==> src/rtl/spi_reg_bridge.sv <==
`default_nettype none
// ============================================================================
// Module   : spi_reg_bridge
// Purpose  : Sequencer between spi_slave and the internal register bus.
//            Turns one SPI frame (address + payload) into exactly one bus
//            read or write using a req/ack handshake.
//            - Read frame : bus read is issued as soon as the address is in,
//                           the returned data is loaded into the slave's
//                           transmit shifter before the payload phase.
//            - Write frame: bus write is issued once the payload has arrived.
// Optional : SPI_BUS_TIMEOUT_EN - bounds the wait for bus_ack to
//            TIMEOUT_CYCLES; a timed-out read returns RD_ERR_VAL and a
//            timed-out write is dropped. Both set the sticky err flag.
//            Without the macro requests wait for ack forever and err is 0.
// Ports    : clk, reset_i (async, active low)
//            spi_reg_addr/spi_addr_dv/spi_rw/spi_rx_d/spi_rxdv  <- spi_slave
//            spi_tx_d/spi_tx_en                                  -> spi_slave
//            bus_addr/bus_wdata/bus_we/bus_re -> bus, bus_rdata/bus_ack <- bus
//            busy (not idle), err (sticky timeout), err_clr (clears err)
// Revision : 1.0 - initial release
// ============================================================================
module spi_reg_bridge #(
  parameter int                 ADDRSZ         = 7,
  parameter int                 PAYLOAD        = 8,
  parameter int                 TXEN_HOLD      = 2,
  parameter int                 TIMEOUT_CYCLES = 64,
  parameter logic [PAYLOAD-1:0] RD_ERR_VAL     = 8'hEE
) (
  input  logic               clk,
  input  logic               reset_i,
  input  logic [ADDRSZ-1:0]  spi_reg_addr,
  input  logic               spi_addr_dv,
  input  logic               spi_rw,
  input  logic [PAYLOAD-1:0] spi_rx_d,
  input  logic               spi_rxdv,
  output logic [PAYLOAD-1:0] spi_tx_d,
  output logic               spi_tx_en,
  output logic [ADDRSZ-1:0]  bus_addr,
  output logic [PAYLOAD-1:0] bus_wdata,
  output logic               bus_we,
  output logic               bus_re,
  input  logic [PAYLOAD-1:0] bus_rdata,
  input  logic               bus_ack,
  output logic               busy,
  output logic               err,
  input  logic               err_clr
);

  typedef enum logic [2:0] {
    IDLE    = 3'd0,
    RD_REQ  = 3'd1,
    RD_LOAD = 3'd2,
    WR_WAIT = 3'd3,
    WR_REQ  = 3'd4
  } state_t;

  // tx_en hold counter: counts 0 .. TXEN_HOLD-1 while in RD_LOAD
  localparam int                HOLD_W      = (TXEN_HOLD > 1) ? $clog2(TXEN_HOLD) : 1;
  localparam logic [HOLD_W-1:0] c_hold_last = HOLD_W'(TXEN_HOLD - 1);

  state_t               r_state,     w_state;
  logic [ADDRSZ-1:0]    r_bus_addr,  w_bus_addr;
  logic [PAYLOAD-1:0]   r_bus_wdata, w_bus_wdata;
  logic                 r_bus_we,    w_bus_we;
  logic                 r_bus_re,    w_bus_re;
  logic [PAYLOAD-1:0]   r_tx_d,      w_tx_d;
  logic                 r_tx_en,     w_tx_en;
  logic [HOLD_W-1:0]    r_hold_cnt,  w_hold_cnt;
  logic                 r_rxdv_d;
  logic                 w_rxdv_rise;
  logic                 w_timeout;
  logic                 w_err_set;

  assign w_rxdv_rise = spi_rxdv & ~r_rxdv_d;

`ifdef SPI_BUS_TIMEOUT_EN
  localparam int              TO_W      = $clog2(TIMEOUT_CYCLES) + 1;
  localparam logic [TO_W-1:0] c_to_last = TO_W'(TIMEOUT_CYCLES - 1);

  logic [TO_W-1:0] r_to_cnt;
  logic            r_err;

  // r_to_cnt holds the number of completed wait cycles; the request is
  // dropped at the end of the TIMEOUT_CYCLES-th cycle unless ack arrives
  // in that same cycle (ack wins).
  assign w_timeout = (r_to_cnt == c_to_last) & ~bus_ack;

  always_ff @(posedge clk or negedge reset_i) begin
    if (!reset_i) begin
      r_to_cnt <= '0;
      r_err    <= 1'b0;
    end else begin
      if (r_state == RD_REQ || r_state == WR_REQ)
        r_to_cnt <= r_to_cnt + 1'b1;
      else
        r_to_cnt <= '0;
      // a new timeout beats a simultaneous clear
      if (w_err_set)
        r_err <= 1'b1;
      else if (err_clr)
        r_err <= 1'b0;
    end
  end

  assign err = r_err;
`else
  logic w_unused_cfg;

  assign w_timeout    = 1'b0;
  assign err          = 1'b0;
  assign w_unused_cfg = err_clr | w_err_set | (TIMEOUT_CYCLES > 0);
`endif

  always_comb begin
    w_state     = r_state;
    w_bus_addr  = r_bus_addr;
    w_bus_wdata = r_bus_wdata;
    w_bus_we    = r_bus_we;
    w_bus_re    = r_bus_re;
    w_tx_d      = r_tx_d;
    w_tx_en     = r_tx_en;
    w_hold_cnt  = '0;
    w_err_set   = 1'b0;

    case (r_state)
      // A new address in WR_WAIT means the previous frame was aborted:
      // the pending write is discarded and the new frame is decoded as
      // if we were idle.
      IDLE, WR_WAIT: begin
        if (spi_addr_dv) begin
          w_bus_addr = spi_reg_addr;
          if (!spi_rw) begin
            w_bus_re = 1'b1;
            w_state  = RD_REQ;
          end else begin
            w_state  = WR_WAIT;
          end
        end else if (r_state == WR_WAIT && w_rxdv_rise) begin
          w_bus_wdata = spi_rx_d;
          w_bus_we    = 1'b1;
          w_state     = WR_REQ;
        end
      end

      RD_REQ: begin
        if (bus_ack) begin
          w_tx_d   = bus_rdata;
          w_bus_re = 1'b0;
          w_tx_en  = 1'b1;
          w_state  = RD_LOAD;
        end else if (w_timeout) begin
          w_tx_d    = RD_ERR_VAL;
          w_bus_re  = 1'b0;
          w_tx_en   = 1'b1;
          w_err_set = 1'b1;
          w_state   = RD_LOAD;
        end
      end

      // tx_en must stay high long enough for the slave's synchroniser
      RD_LOAD: begin
        if (r_hold_cnt == c_hold_last) begin
          w_tx_en = 1'b0;
          w_state = IDLE;
        end else begin
          w_hold_cnt = r_hold_cnt + 1'b1;
        end
      end

      WR_REQ: begin
        if (bus_ack) begin
          w_bus_we = 1'b0;
          w_state  = IDLE;
        end else if (w_timeout) begin
          w_bus_we  = 1'b0;
          w_err_set = 1'b1;
          w_state   = IDLE;
        end
      end

      default: begin
        w_bus_we = 1'b0;
        w_bus_re = 1'b0;
        w_tx_en  = 1'b0;
        w_state  = IDLE;
      end
    endcase
  end

  always_ff @(posedge clk or negedge reset_i) begin
    if (!reset_i) begin
      r_state     <= IDLE;
      r_bus_addr  <= '0;
      r_bus_wdata <= '0;
      r_bus_we    <= 1'b0;
      r_bus_re    <= 1'b0;
      r_tx_d      <= '0;
      r_tx_en     <= 1'b0;
      r_hold_cnt  <= '0;
      r_rxdv_d    <= 1'b0;
    end else begin
      r_state     <= w_state;
      r_bus_addr  <= w_bus_addr;
      r_bus_wdata <= w_bus_wdata;
      r_bus_we    <= w_bus_we;
      r_bus_re    <= w_bus_re;
      r_tx_d      <= w_tx_d;
      r_tx_en     <= w_tx_en;
      r_hold_cnt  <= w_hold_cnt;
      r_rxdv_d    <= spi_rxdv;
    end
  end

  assign spi_tx_d  = r_tx_d;
  assign spi_tx_en = r_tx_en;
  assign bus_addr  = r_bus_addr;
  assign bus_wdata = r_bus_wdata;
  assign bus_we    = r_bus_we;
  assign bus_re    = r_bus_re;
  assign busy      = (r_state != IDLE);

endmodule
`default_nettype wire

==> config.mk <==
export PLATFORM = sky130hd
export DESIGN_NAME = spi_reg_bridge
export DESIGN_NICKNAME = d
export VERILOG_FILES = /design/src/rtl/spi_reg_bridge.sv
export SDC_FILE = /design/constraint.sdc
export NUM_CORES = 1
export LEC_CHECK = 0
export BUFFER_PORTS_ARGS = -buffer_cell sky130_fd_sc_hd__buf_4
export CELL_PAD_IN_SITES_DETAIL_PLACEMENT = 1
export CELL_PAD_IN_SITES_GLOBAL_PLACEMENT = 2
export CORE_MARGIN = 2
export CORE_UTILIZATION = 26
export CTS_BUF_LIST = sky130_fd_sc_hd__clkbuf_16
export CTS_CLUSTER_SIZE = 24
export DETAILED_ROUTE_END_ITERATION = 10
export GPL_TIMING_DRIVEN = 1
export HOLD_SLACK_MARGIN = 0.1
export PLACE_DENSITY = 0.78
export SLEW_MARGIN = 40
export SYNTH_ARGS = -nofsm -noshare
export SYNTH_HDL_FRONTEND = slang
export SYNTH_SLANG_ARGS = --single-unit
export TNS_END_PERCENT = 30
==> constraint.sdc <==
create_clock -name clk -period 1.22 [get_ports clk]
set_input_delay 0.244 -clock clk [delete_from_list [all_inputs] [get_ports clk]]
set_output_delay 0.244 -clock clk [all_outputs]
set_load 0.01 [all_outputs]
Yosys cells after proc, flatten, opt, wreduce, memory -nomap -nowiden
Index checks and enable logic that the tools add are counted.
{"block": "op_classes", "add_sub_neg": 1, "muxes": 19, "eq_ne": 12, "reduce_logical": 14, "bitwise": 6}
{"op": "3-bit 2-to-1 mux", "n": 5}
{"op": "2-bit != test, second input constant", "n": 7}
{"op": "3-bit one-hot mux with 4 select lines", "n": 1}
{"op": "4-bit AND reduction", "n": 3}
{"op": "1-bit 2-to-1 mux", "n": 9}
{"op": "1-bit one-hot mux with 3 select lines", "n": 3}
{"op": "3-bit by 2-bit == test with 1-bit output, second input constant", "n": 2}
{"op": "3-bit AND reduction", "n": 2}
{"op": "2-bit OR reduction", "n": 3}
{"op": "1-bit inverter", "n": 5}
{"op": "2-bit AND reduction", "n": 2}
{"op": "3-bit by 1-bit == test with 1-bit output, second input constant", "n": 1}
{"op": "3-bit == test, second input constant", "n": 1}
{"op": "3-bit logical NOT", "n": 1}
{"op": "3-bit != test, second input constant", "n": 1}
{"op": "3-bit nonzero test", "n": 1}
{"op": "3-bit OR reduction", "n": 1}
{"op": "2-bit 2-to-1 mux", "n": 1}
{"op": "1-bit adder, second input constant", "n": 1}
{"op": "1-bit bitwise AND", "n": 1}
{"op": "1-bit logical AND", "n": 1}
{"block": "totals", "elab_cells": 61, "register_bits": 31, "in_bits": 30, "out_inout_bits": 28}

Logic depth before layout (Yosys ltp)
{"block": "depth", "word_depth": 6, "mapped_depth": 5, "mapped_depth_nobuf": 4}

Worst setup path before layout
Ideal clock, no wire load.
{"block": "synth_path", "kind": "reg2reg", "start": "register r_state[1]", "end": "register r_bus_addr[0], in the netlist bus_addr[0]", "path_slack_ps": -129, "synth_period_minus_slack_ps": 1349, "n_path_buf": 1, "setup_time_ps": 125, "arrival_ps": 1224, "stages_incl_launch_ff": 5, "required_time_ps": 1095, "path_cell_list": "dfrtp_1 > buf_4 > xor2_1 > nor2_2 > mux2_2"}
{"block": "synth_between", "elab_chain_cells": 3, "word_cells_on_any_way": 4, "cone_classes": "1 x eq/ne; 3 x reduce/logical"}
{"element": "start, declared", "line_no": "61", "rtl": "state_t r_state, w_state;"}
{"element": "start signal, assigned", "line_no": "202", "rtl": "r_state <= w_state;"}
{"element": "3-bit by 2-bit == test with 1-bit output or 3-bit logical NOT (tied branches)", "line_no": "125", "rtl": "case (r_state)"}
{"element": "2-bit OR reduction (*)", "line_no": "125"}
{"element": "2-bit AND reduction (no line) (*)"}
{"element": "end signal, assigned", "line_no": "203", "rtl": "r_bus_addr <= w_bus_addr;"}
{"element": "end, declared", "line_no": "62", "rtl": "logic [ADDRSZ-1:0] r_bus_addr, w_bus_addr;"}
Every way passes the cells marked *; elsewhere a longest branch is shown, timed or not.
A chain may end at the register's enable or synchronous reset.

Worst setup path in the final report
{"block": "layout_path", "start": "register r_state[0]", "end": "register r_bus_addr[1], in the netlist bus_addr[1]"}
The elaborated chain is that of the path after synthesis.

==> metrics.txt <==
Core ar. 0.005042 mm2; Synth Warn # 0; detailed-route vias per instance 4.204; Fin. Hold Viols 0; Hold Startpoint spi_reg_addr[6]; violated checks negative setup slack; Total GRT Usage 12.92%; vias 1051; max cap viols 0; Area contributors post-synth dfrtp_1 (58%), mux2_2 (13%), mux2_4 (9.0%); Syn Area/Cell 13.61 um2; WL final 3444 um; initial DRC count 9; R2R Setup Slk -0.18 ns; Finished Cell Area 0.002238 mm2; clk_skew 0.006892 ns; Worst Slack Setup Final -0.1767 ns; layout cell share with drive strength beyond 1 65.56%; DPL Wire Length 2530 um; Initial Util 26.45%; die height 75.63 um; status finished, violations left; Reg clk slew, reported paths 0.05 ns; chip width 75.63 um; period utilization 114.5%; R2R Path Start r_state[0]$_DFFE_PN0P_; Remaining DRCs 0; gpl congestion 0.7993; Fillers 548; Unique masters post-synth 26; post-layout min period 1.397 ns; net count reported at finish 209; number of global-route vias before repair 1096; cell taking the most area after synthesis dfrtp_1; Critical Path Start Type register; largest net degree at the start of global routing 32; total power 0.005704 W; Seq/Total Area, Yosys 58.16%; P_leak 1.111 nW; final slew viol count 0; clk root buf clkbuf_16; largest fanout on the critical path 7; antenna cell count 0; clock tree buffer depth 2; CTS tree yes; Syn-to-layout area delta 67.82%; Die ar. 0.005719 mm2; Worst EP arrival 1.54 ns; Syn Nets 128; Post-Syn Area 0.001334 mm2; Num CTS Buffers 5; initial antenna violation count 0; H-tree level count 2; RSZ-0062 raised after global routing true; CTS Sinks 31; antenna viol nets, final 0; routed wire length per instance 13.78 um; num rows 26; clock latency on the worst-skew pair 0.27 ns; worst ir drop on vdd 0.8837 mV; kind of critical path reg -> reg; CP Capture Type register; TritonRoute pass-1 iters 4; # IOs 58; share of the synthesized area in the top cell type 58.16%; final setup vio count 24; number of synthesized register bits 31; first-pass GRT wire length 5375 um; Fmax 716.0 MHz; GRT Residual Overflow 0; Post-Place Cell Area 0.001956 mm2; worst setup path start r_state[0]$_DFFE_PN0P_; Req. time, crit path 1.37 ns; PD cells 2548 mW/mm2; Hold Path Class in -> reg; Port Buffers 55; Mapped Cells 98
sequential cells by signal, indices dropped and copies added (netlist names):
name        cells
r_state         3
r_rxdv_d        1
bus_addr        7
spi_tx_d        8
spi_tx_en       1
bus_wdata       8
bus_we          1
r_hold_cnt      1
bus_re          1
Yosys cell counts:
master / number
a211oi_1: 2
a21oi_1: 1
a22o_1: 1
a31oi_1: 1
and3_1: 1
buf_2: 1
buf_4: 2
buf_6: 2
conb_1: 1
dfrtp_1: 31
inv_1: 2
inv_2: 1
mux2_2: 15
mux2_4: 8
nand2_1: 5
nand2b_1: 1
nand3b_1: 1
nand3b_4: 1
nor2_1: 3
nor2_2: 1
nor2b_1: 3
nor2b_2: 1
nor3_1: 2
nor4b_1: 1
o21ai_0: 9
xor2_1: 1
path summary, 6_finish.rpt:
kind                                            endpoint  depth (start not counted)
worst max-delay path             bus_addr[1]$_DFFE_PN0P_                          5
worst min-delay path             bus_addr[6]$_DFFE_PN0P_                          2
worst max register to register   bus_addr[1]$_DFFE_PN0P_                          5
worst min register to register      r_hold_cnt$_DFF_PN0_                          1
max in group asynchronous         r_state[1]$_DFFE_PN0P_                          2
min in group asynchronous       bus_wdata[6]$_DFFE_PN0P_                          2
cells by family (layout without fill, tap and decap cells):
kind of cell | after synthesis | in the layout | share of synthesized area [%]
flops | 31 | 31 | 58.16
mux | 23 | 23 | 21.67
simple gates | 20 | 21 | 9.195
compound gates | 14 | 14 | 6.003
buf+inv | 8 | 89 | 4.033
other cells | 1 | 1 | 0.2812
xor+xnor | 1 | 1 | 0.6568
worst max-delay path: stages, from the launching register on:
cell and delay, ns:
dfrtp_1 0.40, buf_4 0.15, xor2_2 0.18, nor2_4 0.11, buf_12 0.14, mux2_4 0.29
power by group:
| part | switching, W | internal, W | leakage (nW) |
|---|---|---|---|
| Combinational | 0.00104 | 0.00170 | 0.671 |
| Clock | 0.000380 | 0.000730 | 0.0701 |
| Sequential | 0.000336 | 0.00153 | 0.370 |
| Total | 0.00175 | 0.00395 | 1.11 |
repair_timing:
item,4_1_cts,5_1_grt
pin swaps,2,0
endpoints found under the hold margin,32,0
buffers inserted,5,0
gates resized for setup,9,10
hold buffers,2,0
cloned,1,0
setup endpoints to repair,27,29
per-layer routing:
| metal | vias up | global-route usage [%] | routed length (um) |
|---|---|---|---|
| met3 | 2 | 4.233 | 193 |
| met2 | 31 | 23.67 | 1867 |
| met5 | - | 0 | 0 |
| met4 | 0 | 4.094 | 23 |
| met1 | 517 | 14.06 | 1359 |
| li1 | 501 | - | - |
final cells by class:
cell class / count / area, um2 / area share [%]
timing repair buffer: 78 / 625.6 / 27.95
multi-input combinational: 60 / 600.6 / 26.83
clock buffer: 5 / 125.1 / 5.590
clock inverter: 3 / 11.26 / 0.5031
tap: 70 / 87.58 / 3.913
inverter: 3 / 11.26 / 0.5031
sequential: 31 / 777.0 / 34.71
cells in the final DEF (no fill, tap or decap):
cell and instances:
a211oi_1 2, a21oi_1 1, a22o_1 1, a31oi_1 1, and3_4 1, buf_12 1, buf_4 69, buf_6 6
clkbuf_16 5, clkinv_1 2, conb_1 1, dfrtp_1 30, dfrtp_2 1, dlygate4sd3_1 2, inv_1 3, inv_2 1
mux2_2 8, mux2_4 15, nand2_1 3, nand2_2 2, nand2b_4 1, nand3b_1 1, nand3b_4 2, nor2_1 2
nor2_4 2, nor2b_1 2, nor2b_2 1, nor2b_4 1, nor3_1 1, nor3_2 1, nor4b_1 1, o21ai_0 6
o21ai_1 3, xor2_2 1
through the flow:
step	hold WS (ns)	setup slack, ns	utilization (%)	TNS, ns	std cells
after global routing	0.1996	-0.2305	44.39	-4.944	250
after global placement	0.1944	-0.1597	38.78	-3.552	234
after floorplan	-0.05159	-0.1045	-	-1.844	98
final	0.2062	-0.1767	44.39	-3.566	250
after CTS	0.2001	-0.1802	43.80	-3.461	250
after detailed placement	0.2056	-0.1983	38.78	-4.150	234
No activity file was read; power rests on OpenSTA's default activity.
